--- src/rtl/sequence_serializer.sv ---
// sequence_serializer
//   Serializes the low in_len bits of a parallel word, MSB-first, one bit per
//   BIT_PERIOD-cycle slot. valid strobes once at the start of each slot and
//   qualifies seq. done pulses with the last bit's valid, or one cycle after
//   accepting a zero-length word.
//
// Ports
//   clk       sole clock, rising edge
//   reset     asynchronous, active-high
//   in_data   word to send (low in_len bits, bit in_len-1 first)
//   in_len    number of bits to send, clamped to DATA_W
//   in_valid  producer offer
//   in_ready  high only in IDLE (registered)
//   abort     synchronous cancel of the word in flight
//   seq       serial bit, meaningful only while valid=1 (registered)
//   valid     one-cycle strobe per bit slot (registered)
//   busy      high outside IDLE (registered)
//   done      one-cycle end-of-word pulse (registered)
module sequence_serializer #(
  parameter  int DATA_W     = 16,
  parameter  int BIT_PERIOD = 1,
  localparam int LEN_W      = $clog2(DATA_W+1)
) (
  input  logic              clk,
  input  logic              reset,
  input  logic [DATA_W-1:0] in_data,
  input  logic [LEN_W-1:0]  in_len,
  input  logic              in_valid,
  output logic              in_ready,
  input  logic              abort,
  output logic              seq,
  output logic              valid,
  output logic              busy,
  output logic              done
);

  typedef enum logic [1:0] {
    IDLE   = 2'd0,
    SEND   = 2'd1,
    FINISH = 2'd2
  } state_t;

  localparam logic [7:0]       PLAST = 8'(BIT_PERIOD - 1);
  localparam logic [LEN_W-1:0] LMAX  = LEN_W'(DATA_W);

  state_t            state;
  logic [DATA_W-1:0] shreg;   // remaining bits, next one at the MSB
  logic [LEN_W-1:0]  rem;     // bits still to send after the one on seq
  logic [7:0]        pcnt;    // cycle within the current slot

  logic [LEN_W-1:0]  len_c;
  logic [LEN_W-1:0]  len_m1;
  logic [DATA_W-1:0] aligned;

  // Clamp the length and left-justify the word so the first bit to send
  // sits at the MSB; the shifter then only ever moves one way.
  always_comb begin
    len_c   = (in_len > LMAX) ? LMAX : in_len;
    len_m1  = len_c - LEN_W'(1);
    aligned = in_data << (LMAX - len_c);
  end

  always_ff @(posedge clk or posedge reset) begin
    if (reset) begin
      state    <= IDLE;
      shreg    <= '0;
      rem      <= '0;
      pcnt     <= '0;
      seq      <= 1'b0;
      valid    <= 1'b0;
      done     <= 1'b0;
      in_ready <= 1'b1;
      busy     <= 1'b0;
    end else begin
      // Strobes are single-cycle; seq is forced low whenever valid is low.
      valid <= 1'b0;
      seq   <= 1'b0;
      done  <= 1'b0;
      case (state)
        IDLE: begin
          pcnt <= '0;
          // in_ready is high throughout IDLE; abort wins over an offer.
          if (in_valid && !abort) begin
            in_ready <= 1'b0;
            busy     <= 1'b1;
            if (len_c == '0) begin
              state <= FINISH;
              done  <= 1'b1;
            end else begin
              state <= SEND;
              valid <= 1'b1;
              seq   <= aligned[DATA_W-1];
              shreg <= aligned << 1;
              rem   <= len_m1;
              done  <= (len_m1 == '0);
            end
          end
        end
        SEND: begin
          if (abort) begin
            // The bit already on the outputs this cycle stands; the rest
            // of the word is dropped.
            state    <= IDLE;
            in_ready <= 1'b1;
            busy     <= 1'b0;
            shreg    <= '0;
            rem      <= '0;
            pcnt     <= '0;
          end else if (pcnt == PLAST) begin
            pcnt <= '0;
            if (rem == '0) begin
              // Last slot fully elapsed.
              state    <= IDLE;
              in_ready <= 1'b1;
              busy     <= 1'b0;
              shreg    <= '0;
            end else begin
              valid <= 1'b1;
              seq   <= shreg[DATA_W-1];
              shreg <= shreg << 1;
              rem   <= rem - LEN_W'(1);
              done  <= (rem == LEN_W'(1));
            end
          end else begin
            pcnt <= pcnt + 8'd1;
          end
        end
        FINISH: begin
          // done was raised on entry; abort here has the same outcome.
          state    <= IDLE;
          in_ready <= 1'b1;
          busy     <= 1'b0;
        end
        default: begin
          state    <= IDLE;
          in_ready <= 1'b1;
          busy     <= 1'b0;
          shreg    <= '0;
          rem      <= '0;
          pcnt     <= '0;
        end
      endcase
    end
  end

endmodule

--- config.mk ---
export PLATFORM = sky130hd
export DESIGN_NAME = sequence_serializer
export DESIGN_NICKNAME = d
export VERILOG_FILES = /design/src/rtl/sequence_serializer.sv
export SDC_FILE = /design/constraint.sdc
export NUM_CORES = 1
export LEC_CHECK = 0
export CAP_MARGIN = 30
export CORE_MARGIN = 2
export CORE_UTILIZATION = 55
export CTS_BUF_LIST = sky130_fd_sc_hd__clkbuf_4
export DETAILED_ROUTE_END_ITERATION = 8
export GPL_ROUTABILITY_DRIVEN = 0
export PLACE_DENSITY = 0.82
export SLEW_MARGIN = 20
export SYNTH_ARGS = -nofsm -noshare
export SYNTH_HDL_FRONTEND = slang
export SYNTH_SLANG_ARGS = --single-unit
--- constraint.sdc ---
create_clock -name clk -period 3.4 [get_ports clk]
set_clock_uncertainty 0.15 [all_clocks]
set_input_delay 0.68 -clock clk [delete_from_list [all_inputs] [get_ports clk]]
set_output_delay 0.68 -clock clk [all_outputs]
set_load 0.03 [all_outputs]
* Yosys cells after proc, flatten, opt, wreduce, memory -nomap -nowiden
Index checks and enable logic that the tools add are counted.
** Storage, ports and cells
- Register bits :: 36
- Bits of input ports :: 25
- Logic and storage cells :: 84
** Cells by class
- $add $sub $neg :: 4
- Magnitude comparators :: 1
- Equal/unequal tests :: 8
- Shift operators :: 1
- Muxes and demuxes :: 50
- Bitwise operators :: 1
- Reductions and logical operators :: 10
** Operators by type and width (count)
- 16-bit two-way mux :: 5
- 16-bit one-hot mux with 3 select lines :: 1
- 5-bit two-way mux :: 6
- 1-bit two-way mux :: 23
- 8-bit two-way mux :: 2
- 8-bit one-hot mux with 2 select lines :: 1
- 16-bit by 5-bit left shift with 16-bit output :: 1
- 5-bit zero test :: 3
- 5-bit one-hot mux with 3 select lines :: 1
- 2-bit two-way mux :: 5
- 1-bit one-hot mux with 2 select lines :: 5
- 5-bit by 1-bit subtractor with 5-bit output (second input constant) :: 2
- 3-bit inequality test (second input constant) :: 3
- 8-bit by 1-bit adder with 8-bit output (second input constant) :: 1
- 8-bit zero test :: 1
- 5-bit by 1-bit equality test with 1-bit output (second input constant) :: 1
- 5-bit greater-than comparator (second input constant) :: 1
- 5-bit AND reduction :: 1
- 5-bit subtractor (first input constant) :: 1
- 2-bit inequality test (second input constant) :: 2
- 2-bit one-hot mux with 2 select lines :: 1
- 4-bit AND reduction :: 1
- 3-bit AND reduction :: 1
- 2-bit by 1-bit equality test with 1-bit output (second input constant) :: 1
- other kinds (5) :: 5

* Longest topological paths before layout
Gate-level depths: netlist of run 1.
- Depth in word-level cells :: 7
- Mapped depth :: 12
- Depth with buffers taken out :: 10

* Worst setup path before layout of run 1
Ideal clock, no wire load.
- Path kind :: in2reg
- From :: input port in_len[0]
- To :: register shreg[13]
- Library setup time :: 0.139 ns
- Arrival time :: 2.855 ns
- Slack :: 0.255 ns
- Stages on the path :: 12
- Buffers on the path :: 2
- Path through :: nor2b_1 -> buf_2 -> inv_1 -> ha_1 -> o21a_1 -> ha_1 -> nor3b_1 -> nor2b_1 -> o21ai_2 -> buf_2 -> a22oi_1 -> o221ai_1
** On the way
- Cells in the longest elaborated chain, start to end :: 7
** Ends and longest elaborated chain
- start: declaration :: line 27 : input logic [LEN_W-1:0] in_len,
- 5-bit greater-than comparator :: line 58 : len_c = (in_len > LMAX) ? LMAX : in_len;
- 5-bit two-way mux (*) :: line 58
- 5-bit subtractor :: line 60 : aligned = in_data << (LMAX - len_c);
- 16-bit by 5-bit left shift with 16-bit output :: line 60
- 16-bit two-way mux :: line 86 : if (len_c == '0) begin
- 16-bit two-way mux :: line 83 : if (in_valid && !abort) begin
- 16-bit one-hot mux with 3 select lines :: line 79 : case (state)
- end signal: assignment :: line 93 : shreg <= aligned << 1;
- end signal: assignment :: line 120 : shreg <= shreg << 1;
- end: declaration :: line 47 : logic [DATA_W-1:0] shreg;
Every way passes the cells marked *; elsewhere a longest branch is shown, timed or not. The select of a mux whose other input is x is not followed.
A chain may end at the register's enable or synchronous reset.

* Worst setup path after layout of run 1
- From :: input port in_len[0]
- To :: register shreg[7]
The elaborated chain is that of the path after synthesis.

==> impl_metrics.tcl, run 1 <==
set metrics [dict create \
    cts_setup_buffers 0 \
    use_met2_pct 42.1 \
    design.core.area_um2 4350 \
    holdWs_ns 0.354 \
    end_kind "flop" \
    path_clk_slew_ns 0.10 \
    firstDrtPassIters 7 \
    async_flop_share_pct 100 \
    p_sw_mw 0.434 \
    synth_cells 250 \
    ys_ff_latch 35 \
    yosysUniqueCellTypes 54 \
    fp-row-count 24 \
    hold_class "reg2reg" \
    max_slew.worst_pin.slew_ns 0.703 \
    drive_gt1_share_pct 18.7 \
    hold_violations 0 \
    p_sw_share_pct 35.2 \
    power.leakage_nw 1.33 \
    antenna_found_initial 0 \
    wl_per_cell_um 17.4 \
    slowest_stage "clkdlybuf4s50_1" \
    nFillCells 334 \
    h-tree-depth 2 \
    vdd_drop_max_mv 0.293 \
    p_clk_share_pct 18.8 \
    num_vias 2210 \
    final_cell_area_um2 3000 \
    p_per_area_nw_per_um2 411 \
    slew-limit-headroom_pct 53.0 \
    grtUsageTotal_pct 25.1 \
    dieHeight_um 71.4 \
    synth_edf_count 0 \
    cts_buffers 5 \
    path_cells "clkdlybuf4s50_1 -> nor2b_2 -> inv_1 -> ha_1 -> o21a_1 -> ha_1 -> nor3b_1 -> nor2b_1 -> o21ai_2 -> buf_4 -> a22oi_1 -> o21ai_0" \
    grt_use_met3_pct 3.52 \
    clk_path_buf_depth 2 \
    clock_latency_ns 0.34 \
    place_area_um2 2940 \
    yosysTopAreaCellShare_pct 34.1 \
    p_int_mw 0.798 \
    cp_common_cell "ha_1" \
    synth.largest_area_cell "dfrtp_1" \
    synth.cell_area_um2 2500 \
    worstPathArrival_ns 3.14 \
    grt_pass1_wl_mm 10.1 \
    final_nets 325 \
    crit_type "in2reg" \
    clock-sinks 35 \
    utilization_pct 68.9 \
    p_seq_share_pct 44.3 \
    final-setup-viol-count 0 \
    grt_setup_unrepaired "no" \
    diodes 0 \
    crit_path_max_fanout 16 \
    timing.fmax_mhz 325 \
    cap_violations 0 \
    synth_warnings 0 \
    die_w_um 71.4 \
    io_pins 30 \
    period_minus_slack_ns 3.07 \
    grt_pass1_vias 2215 \
    synth_area_leaders "dfrtp_1 (34%), mux4_2 (11%), mux2i_1 (6.8%)" \
    cts_hold_buf 0 \
    cts.repair.resized 0 \
    route.detailed.drc 0 \
    finalCritPeriodShare_pct 90.4 \
    rrSetupSlack_ns 0.50 \
    antenna_left 0 \
    syn_to_final_growth_pct 20.0 \
    synth-seq-area-share_pct 35.1 \
    globalRouteMet1Util_pct 33.3 \
    viasPerCell 6.39 \
    finalMaxSlewViolations 0 \
    cp_slowest_stage_delay_ns 0.48 \
    finalWirelength_mm 6.01 \
    cts_tree "done" \
    grt_overflow 0 \
    cp-start-kind "primary input" \
    combPwrFrac_pct 36.9 \
    synth_flop_cell "dfrtp_1" \
    gr-max-usage-layer "met2" \
    required_ns 3.47 \
    start_util_pct 57.4 \
    drt_iter0_markers 163 \
    die_area_um2 5100 \
    cts_root_buf "clkbuf_4" \
    avgSynthCellArea_um2 9.99 \
    synth_fp_nets 282 \
    dpl.hpwl_mm 4.71 \
    status "finished clean" \
    grt_max_degree 20 \
    portBuffers 29 \
]
-- cells in the mapped netlist, types with 7 or more instances --
master / count
nor2_1: 18
dfrtp_1: 34
nand2_1: 19
mux2i_1: 17
o21ai_0: 24
a21oi_1: 10
inv_1: 12
ha_1: 7
a22oi_1: 9
mux4_2: 12
-- state kept, by name, summed over array words and instances, names as in the netlist --
| signal | flops |
|---|---|
| shreg | 15 |
| pcnt | 8 |
| rem | 5 |
| state | 2 |
| busy | 1 |
| done | 1 |
| in_ready | 1 |
| seq | 1 |
| valid | 1 |
-- cells in the final DEF, fill, tap and decap left out, types with 4 or more instances in the layout --
master	count
nor3_1	4
buf_4	19
dfrtp_1	34
ha_1	7
clkbuf_4	7
and3_1	5
nor2_1	18
a22oi_1	9
mux2i_1	17
clkdlybuf4s50_1	29
mux4_2	12
o211ai_1	4
a21oi_1	10
inv_1	12
o21ai_0	24
nand3_1	6
nor2b_1	5
nand2_1	19
-- kinds of logic after synthesis --
group,count (synthesis),synth area share [%]
xor+xnor,5,1.75
fa+ha+maj,7,3.51
buf+inv,25,4.26
mux,31,18.5
compound gates,70,20.1
flops,35,35.1
simple gates,77,16.7
-- final cells by class --
type	instances	area, µm²	share of cell area [%]
multi-input combinational	190	1520	50.6
clock inverter	1	5.00	0.167
timing repair buffer	48	433	14.4
tap	52	65.1	2.17
sequential	35	877	29.3
clock buffer	7	52.6	1.75
inverter	13	48.8	1.63
-- final timing paths --
check	start	endpoint	depth (start not counted)
worst min register to register	shreg[1]	shreg[1]	2
max in group asynchronous	reset	in_ready	3
worst max register to register	pcnt[0]	shreg[7]	8
worst max-delay path	in_len[0]	shreg[7]	12
worst min-delay path	shreg[1]	shreg[1]	2
min in group asynchronous	reset	pcnt[7]	2
-- critical path: cells and delay by family --
| kind | cells | cell delay, ns |
|---|---|---|
| buffers and inverters | 3 | 0.80 |
| AOI/OAI and AO/OA | 4 | 0.65 |
| and+or+nand+nor | 3 | 0.62 |
| adders and majority gates | 2 | 0.40 |
-- through the flow --
| step | total power [mW] | instances | setup WS [ns] | TNS [ns] |
|---|---|---|---|---|
| 6_report | 1.23 | 346 | 0.326 | 0 |
| 5_1_grt | 1.30 | 346 | 0.122 | 0 |
| 4_1_cts | 1.23 | 346 | 0.342 | 0 |
| 3_5_place_dp | 0.999 | 338 | -0.0396 | -0.0522 |
| 3_3_place_gp | 0.982 | 338 | 0.120 | 0 |
| 2_1_floorplan | 0.836 | 250 | 0.255 | 0 |
-- routing by layer --
layer	wire length, µm	vias up
li1	-	1027
met3	360	15
met4	132	0
met5	0	-
met1	2560	1061
met2	2960	107
-- power by group through the flow --
stage | clock network [mW] | registers (mW) | logic [mW]
after floorplan | 0 | 0.556 | 0.281
after global placement | 0 | 0.550 | 0.432
after detailed placement | 0 | 0.550 | 0.449
after CTS | 0.236 | 0.544 | 0.452
after global routing | 0.252 | 0.554 | 0.497
final | 0.231 | 0.546 | 0.455
No activity file was read; power rests on OpenSTA's default activity.
==> run 2: changes to the inputs <==
Settings changed: CAP_MARGIN 30 to 20.
==> results of run 2 <==
Same layout as run 1: the final DEF is identical, and so are final timing and power.
==> run 3: changes to the inputs <==
Settings changed: CTS_CLUSTER_DIAMETER set to 120.
==> results of run 3 <==
Same layout as run 1: the final DEF is identical, and so are final timing and power.
